**src/rtl/mem_sweep_ctrl.sv**
```systemverilog
// Whole-array sweep sequencer for a simple-dual-port RAM with 1-cycle registered read data.
// Fills with a seeded pattern, reads back into a rotating signature, or fills then verifies.
module mem_sweep_ctrl #(
    parameter int unsigned ADDR_W = 8,
    parameter int unsigned DATA_W = 128
) (
    input  logic              clk,
    input  logic              reset,
    input  logic              start,
    input  logic [1:0]        mode,
    input  logic [DATA_W-1:0] seed,
    input  logic              abort,
    output logic [ADDR_W-1:0] mem_raddr,
    output logic [ADDR_W-1:0] mem_waddr,
    output logic [DATA_W-1:0] mem_din,
    output logic              mem_we,
    input  logic [DATA_W-1:0] mem_dout,
    output logic              busy,
    output logic              done,
    output logic [DATA_W-1:0] signature,
    output logic [ADDR_W:0]   err_count,
    output logic [ADDR_W-1:0] first_err_addr,
    output logic              err_flag
);

    localparam int unsigned Reps = DATA_W / ADDR_W;
    localparam logic [ADDR_W-1:0] LastAddr = '1;
    localparam logic [ADDR_W-1:0] AddrOne = {{(ADDR_W-1){1'b0}}, 1'b1};
    localparam logic [ADDR_W:0] CntOne = {{ADDR_W{1'b0}}, 1'b1};

    typedef enum logic [2:0] {
        StIdle,
        StFill,
        StRead,
        StDrain,
        StFin
    } state_e;

    state_e              state_q, state_d;
    logic                verify_q, verify_d;
    logic [DATA_W-1:0]   seed_q, seed_d;
    logic [ADDR_W-1:0]   waddr_q, waddr_d;
    logic [ADDR_W-1:0]   raddr_q, raddr_d;
    logic                rd_valid_q, rd_valid_d;
    logic [ADDR_W-1:0]   rd_addr_q, rd_addr_d;
    logic [DATA_W-1:0]   sig_q, sig_d;
    logic [ADDR_W:0]     err_cnt_q, err_cnt_d;
    logic [ADDR_W-1:0]   first_q, first_d;
    logic                err_flag_q, err_flag_d;
    logic                accept;

    function automatic logic [DATA_W-1:0] pat(input logic [DATA_W-1:0] s,
                                              input logic [ADDR_W-1:0] a);
        return s ^ {Reps{a}};
    endfunction

    always_ff @(posedge clk or posedge reset) begin
        if (reset) begin
            state_q    <= StIdle;
            verify_q   <= 1'b0;
            seed_q     <= '0;
            waddr_q    <= '0;
            raddr_q    <= '0;
            rd_valid_q <= 1'b0;
            rd_addr_q  <= '0;
            sig_q      <= '0;
            err_cnt_q  <= '0;
            first_q    <= '0;
            err_flag_q <= 1'b0;
        end else begin
            state_q    <= state_d;
            verify_q   <= verify_d;
            seed_q     <= seed_d;
            waddr_q    <= waddr_d;
            raddr_q    <= raddr_d;
            rd_valid_q <= rd_valid_d;
            rd_addr_q  <= rd_addr_d;
            sig_q      <= sig_d;
            err_cnt_q  <= err_cnt_d;
            first_q    <= first_d;
            err_flag_q <= err_flag_d;
        end
    end

    // Sequencing: the address counters stop at the last address, so the wrap back
    // to zero only ever happens through a state transition.
    always_comb begin
        state_d  = state_q;
        verify_d = verify_q;
        seed_d   = seed_q;
        waddr_d  = waddr_q;
        raddr_d  = raddr_q;
        accept   = 1'b0;
        unique case (state_q)
            StIdle: begin
                if (start) begin
                    accept   = 1'b1;
                    seed_d   = seed;
                    verify_d = (mode == 2'b10);
                    if (mode == 2'b01 || mode == 2'b10) begin
                        state_d = StFill;
                        waddr_d = '0;
                    end else begin
                        state_d = StRead;
                        raddr_d = '0;
                    end
                end
            end
            StFill: begin
                if (abort) begin
                    state_d = StIdle;
                end else if (waddr_q == LastAddr) begin
                    if (verify_q) begin
                        state_d = StRead;
                        raddr_d = '0;
                    end else begin
                        state_d = StFin;
                    end
                end else begin
                    waddr_d = waddr_q + AddrOne;
                end
            end
            StRead: begin
                if (abort) begin
                    state_d = StIdle;
                end else if (raddr_q == LastAddr) begin
                    state_d = StDrain;
                end else begin
                    raddr_d = raddr_q + AddrOne;
                end
            end
            StDrain: begin
                state_d = abort ? StIdle : StFin;
            end
            StFin: begin
                state_d = StIdle;
            end
            default: begin
                state_d = StIdle;
            end
        endcase
    end

    // Read return tracking: data for the address issued this cycle arrives next cycle.
    always_comb begin
        rd_valid_d = (state_q == StRead) && !abort;
        rd_addr_d  = raddr_q;
    end

    always_comb begin
        sig_d      = sig_q;
        err_cnt_d  = err_cnt_q;
        first_d    = first_q;
        err_flag_d = err_flag_q;
        if (accept) begin
            sig_d      = '0;
            err_cnt_d  = '0;
            first_d    = '0;
            err_flag_d = 1'b0;
        end else if (rd_valid_q) begin
            sig_d = {sig_q[DATA_W-2:0], sig_q[DATA_W-1]} ^ mem_dout;
            if (verify_q && (mem_dout != pat(seed_q, rd_addr_q))) begin
                err_cnt_d  = err_cnt_q + CntOne;
                err_flag_d = 1'b1;
                if (!err_flag_q) begin
                    first_d = rd_addr_q;
                end
            end
        end
    end

    always_comb begin
        mem_we         = (state_q == StFill);
        mem_waddr      = waddr_q;
        mem_raddr      = raddr_q;
        mem_din        = mem_we ? pat(seed_q, waddr_q) : '0;
        busy           = (state_q == StFill) || (state_q == StRead) || (state_q == StDrain);
        done           = (state_q == StFin);
        signature      = sig_q;
        err_count      = err_cnt_q;
        first_err_addr = first_q;
        err_flag       = err_flag_q;
    end

endmodule
```
**config.mk**
```make
export PLATFORM = sky130hd
export DESIGN_NAME = mem_sweep_ctrl
export DESIGN_NICKNAME = d
export VERILOG_FILES = /design/src/rtl/mem_sweep_ctrl.sv
export SDC_FILE = /design/constraint.sdc
export NUM_CORES = 1
export LEC_CHECK = 0
export CORE_AREA = 2 2 215 217
export CTS_CLUSTER_DIAMETER = 40
export CTS_CLUSTER_SIZE = 10
export DETAILED_ROUTE_END_ITERATION = 8
export DIE_AREA = 0 0 217 219
export PLACE_DENSITY_LB_ADDON = 0.2
export SLEW_MARGIN = 20
export SYNTH_ARGS = -nofsm -noshare
export SYNTH_HDL_FRONTEND = slang
export SYNTH_SLANG_ARGS = --single-unit
```
**constraint.sdc**
```tcl
create_clock -name clk -period 19 [get_ports clk]
set_input_delay 2.85 -clock clk [delete_from_list [all_inputs] [get_ports clk]]
set_output_delay 2.85 -clock clk [all_outputs]
set_load 0.02 [all_outputs]
```
==> impl_results.md, run 1 <==
* Worst slew margin at 30.65%
* Leading cell type in the layout, fill and taps excluded: clkdlybuf4s50_1
* CTS tree: yes
* Fill cells at 4,106
* Post-route DRC at 0
* Max Cap Violations at 0
* Switching share of power at around 43%
* Postcts setup bufs at 0
* Cell Count, Final, Fillers Out at 3,057
* P_int at ~2.5 mW
* Final ANT Viol Nets at 0
* Sequential cell area fraction in the yosys report at around 44%
* Drt pass-1 iters at 6
* Post-Place Cells at ~2,900
* Final design utilization at about 55%
* Adder-cell share of the synthesized area at less than 1%
* Kind of critical path: reg2out
* Pre-CTS setup slack at roughly 13 ns
* Clk slew on worst S/H paths at 0.05 ns
* Skew-Pair Late Insertion Delay at around 0.60 ns
* Antenna violations before repair at 6
* Fin Setup TNS at 0 ns
* Clk sinks at around 300
* Htree depth at 2
* Peak supply drop at slightly below 0.00009 V
* Die Area at roughly 48,000 um2
* Global Route Usage Sum at ~31%
* Outcome: complete, no violations
* Comb pwr share at 46.4%
* Die Span X at about 220 um
* Most frequent cells in the layout: 554 x clkdlybuf4s50_1, 422 x nand2_1, 329 x xnor2_1
* Mux contribution to synthesized area at less than 1%
* Worst EP required at between 15 and 20 ns
* Largest area contributor in the netlist: dfrtp_1
* Final Power at about 4.3 mW
* Post-synthesis compound-gate area fraction at under 10%
* Mapped Nets at between 2,000 and 2,500
* Dpl cell area at 23,020 um2
* Leak Pwr at approximately 10 nW
* CTS resizes at 0
* Multi-input gate area at around 9000 um2
* Number of synthesized register bits at 303
* Synthesis warning total at 0
* Crit path launch type: flop
* Sequential power share at around 30%
* Syn Area/Cell at about 9.0 um2
* Critical path fanouts, max at just under 80
* I/O Buffers at 554
* Yosys cell types at between 40 and 50
* Clk_skew at about 0.015 ns
* Worst hold slack at ~0.47 ns
* EDFF count, synth at 0
* Area growth, synth to finish at 46.71%
* Post-Synth XOR/XNOR Area at a little under a quarter
* Async S/R FF share, synth at 100.0%
* Initial Utilization at 37.80%
* Worst min path class: reg2reg
* First-pass GRT wire length at between 100,000 and 150,000 um
* Largest net degree at the start of global routing at 97
* Share of cells above drive strength 1 at approximately 5.7%
* Chip height at between 200 and 250 um
* Final setup fails at 0
* Vias post-DR at approximately 16,000
* Post-Synth Simple-Gate Area at between 20 and 25%
* # hold bufs at CTS at 0
* Crit path time final at 6.450 ns
* CTS Buf Count at 56
* Final Slew Violations at 0
* Gr ovfl total at 0
* Power Density at 172.2 nW/um2
* Core area at 45,090 um2
* WL/cell at ~24 um
* Max frequency at between 150 and 200 MHz
* Iter 0 DRT Violations at 1,353
* Final Cell Area at roughly 25,000 um2
* CTS Root Cell: clkbuf_16
* Top cells by area, synth: dfrtp_1 44%, xnor2_1 17%, nand2_1 9.3%, nor2_1 6.2%, a211oi_1 5.7%
* Clock power frac at 24.4%
* Post-synthesis cell area at 17,050 um2
* Std cell rows at 78
* # IOs at approximately 560
* Syn Inst Count at 1,897
* Slew at the pin closest to its max-slew limit at around 1.0 ns
* DR vias/cell at 5.211
* Detailed placement HPWL at ~54,000 um
* CP endpoint kind: primary output
* Main combinational cell family by area after synthesis: XOR/XNOR gates
* Period Utilization, post-route at 33.95%
* Routability congestion estimate at 0.8962
* Post-Route WL at about 75,000 um
* Deepest clock path buffer count at 3
* Critical Path AT at 3.60 ns
* Primary FF master, synth: dfrtp_1
* Worst setup margin at about 13 ns
* Reg area at 7596 um2
* Number of global-route vias before repair at about 16,000
* Final hold violations at 0
* Synth top area share at 44.48%
* Final layout net count at 2,671
* P_sw at 1.841 mW
* RSZ-0062 raised after global routing: no
power groups by stage:
| stage | sequential [mW] | clock [mW] | combinational [mW] |
|---|---|---|---|
| CTS | 1.25 | 1.07 | 2.01 |
| finish | 1.26 | 1.05 | 2.00 |
| floorplan | 1.26 | 0 | 1.07 |
| detailed placement | 1.26 | 0 | 2.00 |
| global placement | 1.25 | 0 | 1.98 |
| global route | 1.29 | 1.09 | 2.14 |
kinds of logic after synthesis:
logic type,Yosys count
and+or+nand+nor,834
xor gates and xnor gates,425
DFF,303
AOI/OAI and AO/OA,194
buffers and inverters,130
muxes,7
adders and majority gates,4
path summary, 6_finish.rpt:
kind / from / to / slack (ns) / depth (start not counted)
min in group asynchronous: reset / signature[118] / 2.74 / 2
max reg2reg: rd_addr_q[6] / err_count[5] / 15.36 / 8
max: state_q[1] / mem_din[108] / 12.55 / 5
min reg2reg: mem_raddr[6] / rd_addr_q[6] / 0.47 / 0
max in group asynchronous: reset / signature[67] / 13.94 / 4
min: mem_raddr[6] / rd_addr_q[6] / 0.47 / 0
registers in the layout (all words and copies together), names as in the netlist:
register,cells
mem_raddr,8
state_q,3
verify_q,1
first_err_addr,8
rd_valid_q,1
err_count,9
signature,128
err_flag,1
mem_waddr,8
rd_addr_q,8
seed_q,128
per-layer routing:
layer	routed length, um	vias to the layer above	GRT usage (%)
li1	-	7254	-
met2	35820	707	51.47
met5	25	-	0
met3	5327	135	6.417
met4	2621	4	11.69
met1	30820	7830	39.59
layout make-up:
cell class / instances / area share [%]
multi-input combinational: 1464 / 35.81
tap: 600 / 3.002
sequential: 303 / 30.37
clock inverter: 40 / 1.911
clock buffer: 66 / 5.999
antenna: 4 / 0.04003
inverter: 9 / 0.1651
timing repair buffer: 571 / 22.70
critical path, cell delays in order, from the launching register on:
cell,delay [ns]
dfrtp_1,0.53
nor2_1,0.15
nand2_4,0.59
buf_4,0.85
nor2_1,0.21
clkdlybuf4s50_1,0.61
synthesized netlist by cell type (14+ instances only):
cell type and instances:
clkbuf_1 99, xnor2_1 329, dfrtp_1 303, and3_1 30, nand2_1 423, xnor3_1 18, nor3_1 32, a211oi_1 129
a21oi_1 17, xor2_1 77, nand4_1 14, nor2_1 282, o21ai_0 15
Note: power is estimated with default switching activity, not from simulation.
==> run 2, diff against run 1 <==
clock period = 5.9 ns   (was 19 ns; I/O delays follow)
==> run 2 against run 1 <==
Sequential power grew to 3.2 times the previous value; non-clock buffer count shrank 1; routed wire length grew 0.71%; critical path depth is the same; power grew to 3.2 times the previous value; sequential share of layout area is the same; combinational power grew to 3.2 times the previous value; clock power grew to 3.1 times the previous value.
==> impl_results.md, run 2 (synthesized netlist as in run 1, its figures left out) <==
* Crit path launch type: flop (unchanged)
* CTS Buf Count at 55 (was 56)
* Number of buffers and inverters on the critical path at 2 (unchanged)
* Global Route Usage Sum at 31.13% (was 30.92%)
* Crit path time final at between 4 and 5 ns
* Final design utilization at 55.46% (unchanged)
* Met3 wire len at 5994 um (was 5327 um)
* Iter 0 DRT Violations at 1,315 (was 1,353)
* Chip height at 219 um (unchanged)
* CTS Root Cell: clkbuf_16 (unchanged)
* I/O Buffers at 554 (unchanged)
* Core area at 45,090 um2 (unchanged)
* Detailed placement HPWL at 54,390 um (was 54,220 um)
* Final setup fails at 0 (unchanged)
* Final Power at 13.81 mW (was 4.307 mW)
* Max frequency at between 200 and 250 MHz
* Crit path max-delay cell type: clkdlybuf4s50_1 (was buf_4)
* Routability congestion estimate at 0.9254 (was 0.8962)
* Leak Pwr at 10.37 nW (about the same)
* Deepest clock path buffer count at 3 (unchanged)
* Power Density at 552.1 nW/um2 (was 172.2 nW/um2)
* CP endpoint kind: primary output (unchanged)
* Leading cell type in the layout, fill and taps excluded: clkdlybuf4s50_1 (unchanged)
* P_sw at 5.893 mW (was 1.841 mW)
* Critical path fanouts, max at 83 (was 77)
* Skew-Pair Late Insertion Delay at 0.59 ns (was 0.60 ns)
* DR vias/cell at 5.181 (was 5.211)
* Final ANT Viol Nets at 0 (unchanged)
* Number of global-route vias before repair at 15,800 (was 16,020)
* RSZ-0062 raised after global routing: no (unchanged)
* Fill cells at 4,034 (was 4,106)
* Post-route DRC at 0 (unchanged)
* Peak supply drop at 0.0003405 V (was 0.00008788 V)
* Routed wl met2 at 36,060 um (was 35,820 um)
* # hold bufs at CTS at 0 (unchanged)
* Vias post-DR at 15,820 (was 15,930)
* Crit path largest cell delay at 0.65 ns (was 0.85 ns)
* Clk sinks at 303 (unchanged)
* Critical path cell sequence: nor2_1 > nand2_8 > buf_4 > nor2_1 > clkdlybuf4s50_1 (was nor2_1 > nand2_4 > buf_4 > nor2_1 > clkdlybuf4s50_1)
* Clk_skew at 0.02013 ns (was 0.01486 ns)
* Initial Utilization at 37.80% (unchanged)
* Drt pass-1 iters at 5 (was 6)
* Fin Setup TNS at 0 ns (unchanged)
* Crit path max-delay family: buffers and inverters (unchanged)
* Max Cap Violations at 0 (unchanged)
* Post-Route WL at 75,140 um (was 74,610 um)
* Slew at the pin closest to its max-slew limit at 1.133 ns (was 1.040 ns)
* Final hold violations at 0 (unchanged)
* Worst min path class: reg2reg (unchanged)
* Worst setup margin at 1.781 ns (was 12.55 ns)
* Share of cells above drive strength 1 at 5.517% (was 5.748%)
* Final Slew Violations at 0 (unchanged)
* Period Utilization, post-route at 69.82%
* Std cell rows at 78 (unchanged)
* Final layout net count at 2,669 (was 2,671)
* Clk slew on worst S/H paths at 0.05 ns (about the same)
* Clock power frac at 23.7% (was 24.4%)
* P_int at 7.913 mW (was 2.466 mW)
* Most frequent cells in the layout: 554 x clkdlybuf4s50_1, 422 x nand2_1, 329 x xnor2_1 (unchanged)
* Htree depth at 2 (unchanged)
* Area growth, synth to finish at 46.71% (unchanged)
* Metal-1 WL at 30,340 um (was 30,820 um)
* Largest net degree at the start of global routing at 160 (was 97)
* Worst EP required at 5.02 ns (was 16.15 ns)
* # IOs at 555 (unchanged)
* Pre-CTS setup slack at 1.591 ns (was 12.66 ns)
* Postcts setup bufs at 0 (unchanged)
* DR top layer: met5 (unchanged)
* Die Span X at 217 um (unchanged)
* Switching share of power at 42.68% (was 42.75%)
* Most frequent CP cell: nor2_1 (unchanged)
* Sequential power share at 29.5% (was 29.2%)
* Gr ovfl total at 0 (unchanged)
* CTS resizes at 0 (unchanged)
* First-pass GRT wire length at 107,600 um (was 107,400 um)
* Critical Path AT at 3.23 ns (was 3.60 ns)
* Worst slew margin at 24.50% (was 30.65%)
* Kind of critical path: reg2out (unchanged)
* Outcome: complete, no violations (unchanged)
* Comb pwr share at 46.8% (was 46.4%)
* WL/cell at 24.60 um (was 24.41 um)
* Die Area at 47,520 um2 (unchanged)
* CTS tree: yes (unchanged)
* Antenna violations before repair at 8 (was 6)
run 2: power groups by stage:
stage | combinational (mW) | sequential [mW] | clock, mW
CTS | 6.50 | 4.05 | 3.32
detailed placement | 6.45 | 4.08 | 0
floorplan | 3.46 | 4.07 | 0
global route | 6.93 | 4.18 | 3.43
global placement | 6.40 | 4.04 | 0
finish | 6.46 | 4.07 | 3.28
run 2: worst register-to-register path, delay by kind of cell (launching register included):
family                    cells  cell delay, ns
AOI/OAI and AO/OA             2            0.72
xor gates and xnor gates      1            0.52
DFF                           1            0.98
and+or+nand+nor               4            1.36
run 2: worst paths after layout:
path / start / end / slack, ns / cells past startpoint
hold / removal: mem_raddr[1] / rd_addr_q[1] / 0.48 / 0
setup reg to reg: rd_addr_q[4] / first_err_addr[7] / 2.23 / 7
max in group asynchronous: reset / seed_q[55] / 4.12 / 3
min in group asynchronous: reset / seed_q[119] / 0.85 / 3
setup / recovery: state_q[1] / mem_din[63] / 1.78 / 5
hold reg to reg: mem_raddr[1] / rd_addr_q[1] / 0.48 / 0
run 2: per-stage QoR:
stage / area, um2 / hold slack, ns / instances
3_5_place_dp: 23070 / 0.4700 / 2946
2_1_floorplan: 17050 / 0.4902 / 1897
6_report: 25010 / 0.4815 / 3054
4_1_cts: 24980 / 0.4780 / 3047
3_3_place_gp: 23070 / 0.4656 / 2946
5_1_grt: 25000 / 0.4964 / 3052
run 2: area by class of cell:
type	instances	area (um2)	share of cell area, %
multi-input cells	1464	8964	35.84
diodes	7	17.52	0.07005
inverters	9	37.54	0.1501
well taps	600	750.7	3.002
repair buffers	570	5728	22.90
clock buffers	71	1569	6.274
clock inverters	30	345.3	1.381
flip-flops and latches	303	7596	30.37
run 2: per-layer routing:
| layer | vias up | global-route usage [%] |
|---|---|---|
| li1 | 7249 | - |
| met1 | 7742 | 38.93 |
| met2 | 703 | 51.94 |
| met3 | 128 | 7.332 |
| met4 | 2 | 12.44 |
| met5 | - | 0 |
==> run 3, diff against run 2 <==
CORE_AREA = 2 2 218 220   (was 2 2 215 217)
DIE_AREA = 0 0 220 222   (was 0 0 217 219)
clock period = 4.25 ns   (was 5.9 ns; I/O delays follow)
==> run 3 against run 2 <==
Critical endpoint is now mem_din[86]; highest routed layer is now met4; die area increased by 2.8%; routed wire length increased by 0.77%; flip-flop and latch count unchanged; register-to-register slack got worse by 1.5 ns; combinational power increased by 42%.
==> impl_results.md, run 3 (synthesized netlist as in run 1, its figures left out) <==
* Outcome: complete, no violations (unchanged)
* Vias post-DR at 15,910 (was 15,820)
* Antenna violations before repair at 8 (unchanged)
* Post-Route WL at 75,720 um (was 75,140 um)
* Final Power at 19.34 mW (was 13.81 mW)
* Final hold violations at 0 (unchanged)
* Post-route DRC at 0 (unchanged)
* Worst min path class: reg2reg (unchanged)
* Leak Pwr at 10.52 nW (was 10.37 nW)
* Fin Setup TNS at 0 ns (unchanged)
* Final layout net count at 2,691 (was 2,669)
* Crit path time final at 3.718 ns
* Final setup fails at 0 (unchanged)
* Core area at 46,260 um2 (was 45,090 um2)
* Power Density at 764.7 nW/um2 (was 552.1 nW/um2)
* Max Cap Violations at 0 (unchanged)
* Crit path max-delay cell type: buf_4 (was clkdlybuf4s50_1)
* Final Cell Area at 25,300 um2 (was 25,010 um2)
* Crit path launch type: flop (unchanged)
* Dpl cell area at 23,280 um2 (was 23,070 um2)
* Clk slew on worst S/H paths at 0.05 ns (about the same)
* CP endpoint kind: primary output (unchanged)
* Std cell rows at 79 (was 78)
* Gr ovfl total at 0 (unchanged)
* Clk_skew at 0.02892 ns (was 0.02013 ns)
* Detailed placement HPWL at 55,790 um (was 54,390 um)
* Critical Path AT at 3.08 ns (was 3.23 ns)
* Postcts setup bufs at 0 (unchanged)
* Crit path largest cell delay at 0.65 ns (about the same)
* Share of cells above drive strength 1 at 6.518% (was 5.517%)
* P_sw at 8.202 mW (was 5.893 mW)
* RSZ-0062 raised after global routing: no (unchanged)
* CTS Buf Count at 56 (was 55)
* Die Span X at 220 um (was 217 um)
* # hold bufs at CTS at 0 (unchanged)
* Largest net degree at the start of global routing at 151 (was 160)
* Number of global-route vias before repair at 16,030 (was 15,800)
* Switching share of power at 42.40% (was 42.68%)
* DR vias/cell at 5.157 (was 5.181)
* Sequential power share at 28.2% (was 29.5%)
* Iter 0 DRT Violations at 1,130 (was 1,315)
* Area growth, synth to finish at 48.41% (was 46.71%)
* Max frequency at 269.0 MHz
* I/O Buffers at 554 (unchanged)
* WL/cell at 24.54 um (was 24.60 um)
* Critical path fanouts, max at 59 (was 83)
* # IOs at 555 (unchanged)
* Chip height at 222 um (was 219 um)
* Pre-CTS setup slack at 0.2101 ns (was 1.591 ns)
* Peak supply drop at 0.0006549 V (was 0.0003405 V)
* Slew at the pin closest to its max-slew limit at 1.130 ns (was 1.133 ns)
* Initial Utilization at 36.85% (was 37.80%)
* Drt pass-1 iters at 6 (was 5)
* Leading cell type in the layout, fill and taps excluded: clkdlybuf4s50_1 (unchanged)
* Critical path cell sequence: nor2_1 > nand2_4 > buf_4 > nor2_1 > clkdlybuf4s50_1 (was nor2_1 > nand2_8 > buf_4 > nor2_1 > clkdlybuf4s50_1)
* Deepest clock path buffer count at 3 (unchanged)
* Skew-Pair Late Insertion Delay at 0.60 ns (was 0.59 ns)
* Most frequent CP cell: nor2_1 (unchanged)
* CTS resizes at 0 (unchanged)
* Final ANT Viol Nets at 0 (unchanged)
* Final Slew Violations at 0 (unchanged)
* Clk sinks at 303 (unchanged)
* Htree depth at 2 (unchanged)
* P_int at 11.14 mW (was 7.913 mW)
* Most frequent cells in the layout: 554 x clkdlybuf4s50_1, 422 x nand2_1, 329 x xnor2_1 (unchanged)
* Routability congestion estimate at 0.8690 (was 0.9254)
* Clock power frac at 24.3% (was 23.7%)
* Hold depth at 0 (unchanged)
* Worst EP required at 3.61 ns (was 5.02 ns)
* Worst setup margin at 0.5322 ns (was 1.781 ns)
* R2R cell count at 10 (was 7)
* CTS Root Cell: clkbuf_16 (unchanged)
* Period Utilization, post-route at just under 90%
* First-pass GRT wire length at 108,500 um (was 107,600 um)
* Comb pwr share at 47.5% (was 46.8%)
* CTS tree: yes (unchanged)
* Global Route Usage Sum at 30.49% (was 31.13%)
* Die Area at 48,840 um2 (was 47,520 um2)
* Worst slew margin at 24.66% (was 24.50%)
* Kind of critical path: reg2out (unchanged)
==> run 3: changes by cell type in the layout (fill, tap and decap cells not counted), sizes merged <==
| cell | delta |
|---|---|
| inv | +1 |
| diode | +1 |
| bufinv | +1 |
| buf | +21 |
| clkbuf | -1 |
| clkinvlp | +2 |
| clkinv | -1 |
==> run 3: final cells by class <==
class / instances / area, um2
repair buffers: 591 / 5936
multi-input cells: 1464 / 8955
clock buffers: 70 / 1587
diodes: 8 / 20.02
inverters: 9 / 37.54
clock inverters: 33 / 405.4
flip-flops and latches: 303 / 7597
well taps: 607 / 759.5
fillers: 4187 / 20960
==> run 3: path summary, 6_finish.rpt <==
path,startpoint,endpoint,slack (ns)
setup reg to reg,rd_addr_q[5],first_err_addr[2],0.75
min in group asynchronous,reset,seed_q[112],0.64
max in group asynchronous,reset,signature[58],2.69
hold / removal,mem_raddr[5],rd_addr_q[5],0.47
setup / recovery,state_q[1],mem_din[86],0.53
hold reg to reg,mem_raddr[5],rd_addr_q[5],0.47
==> run 3: metrics by stage <==
stage	hold WS [ns]	util, %	std cells
global route	0.4743	54.68	3085
floorplan	0.4902	-	1897
CTS	0.4652	54.64	3077
global placement	0.4570	50.33	2974
finish	0.4675	54.68	3085
detailed placement	0.4528	50.33	2974
==> run 3: worst max-delay path: cells and delay by family (launching register included) <==
family	cells	cell delay, ns
buffers and inverters	2	1.23
DFF	1	0.53
and+or+nand+nor	3	0.65
==> run 3: power groups by stage <==
stage               registers (mW)  logic, mW  clock network (mW)
global route                  5.59       9.86                4.90
global placement              5.41       9.13                   0
CTS                           5.43       9.26                4.75
detailed placement            5.46       9.20                   0
finish                        5.45       9.20                4.70
floorplan                     5.66       4.80                   0
==> run 3: metal layers <==
metal  wire, um  up-vias  GRT usage (%)
met5          0        -              0
met4       2038        0          9.374
met3       5845      114          6.200
met2      36990      663          51.18
met1      30840     7840          39.33
li1           -     7291              -
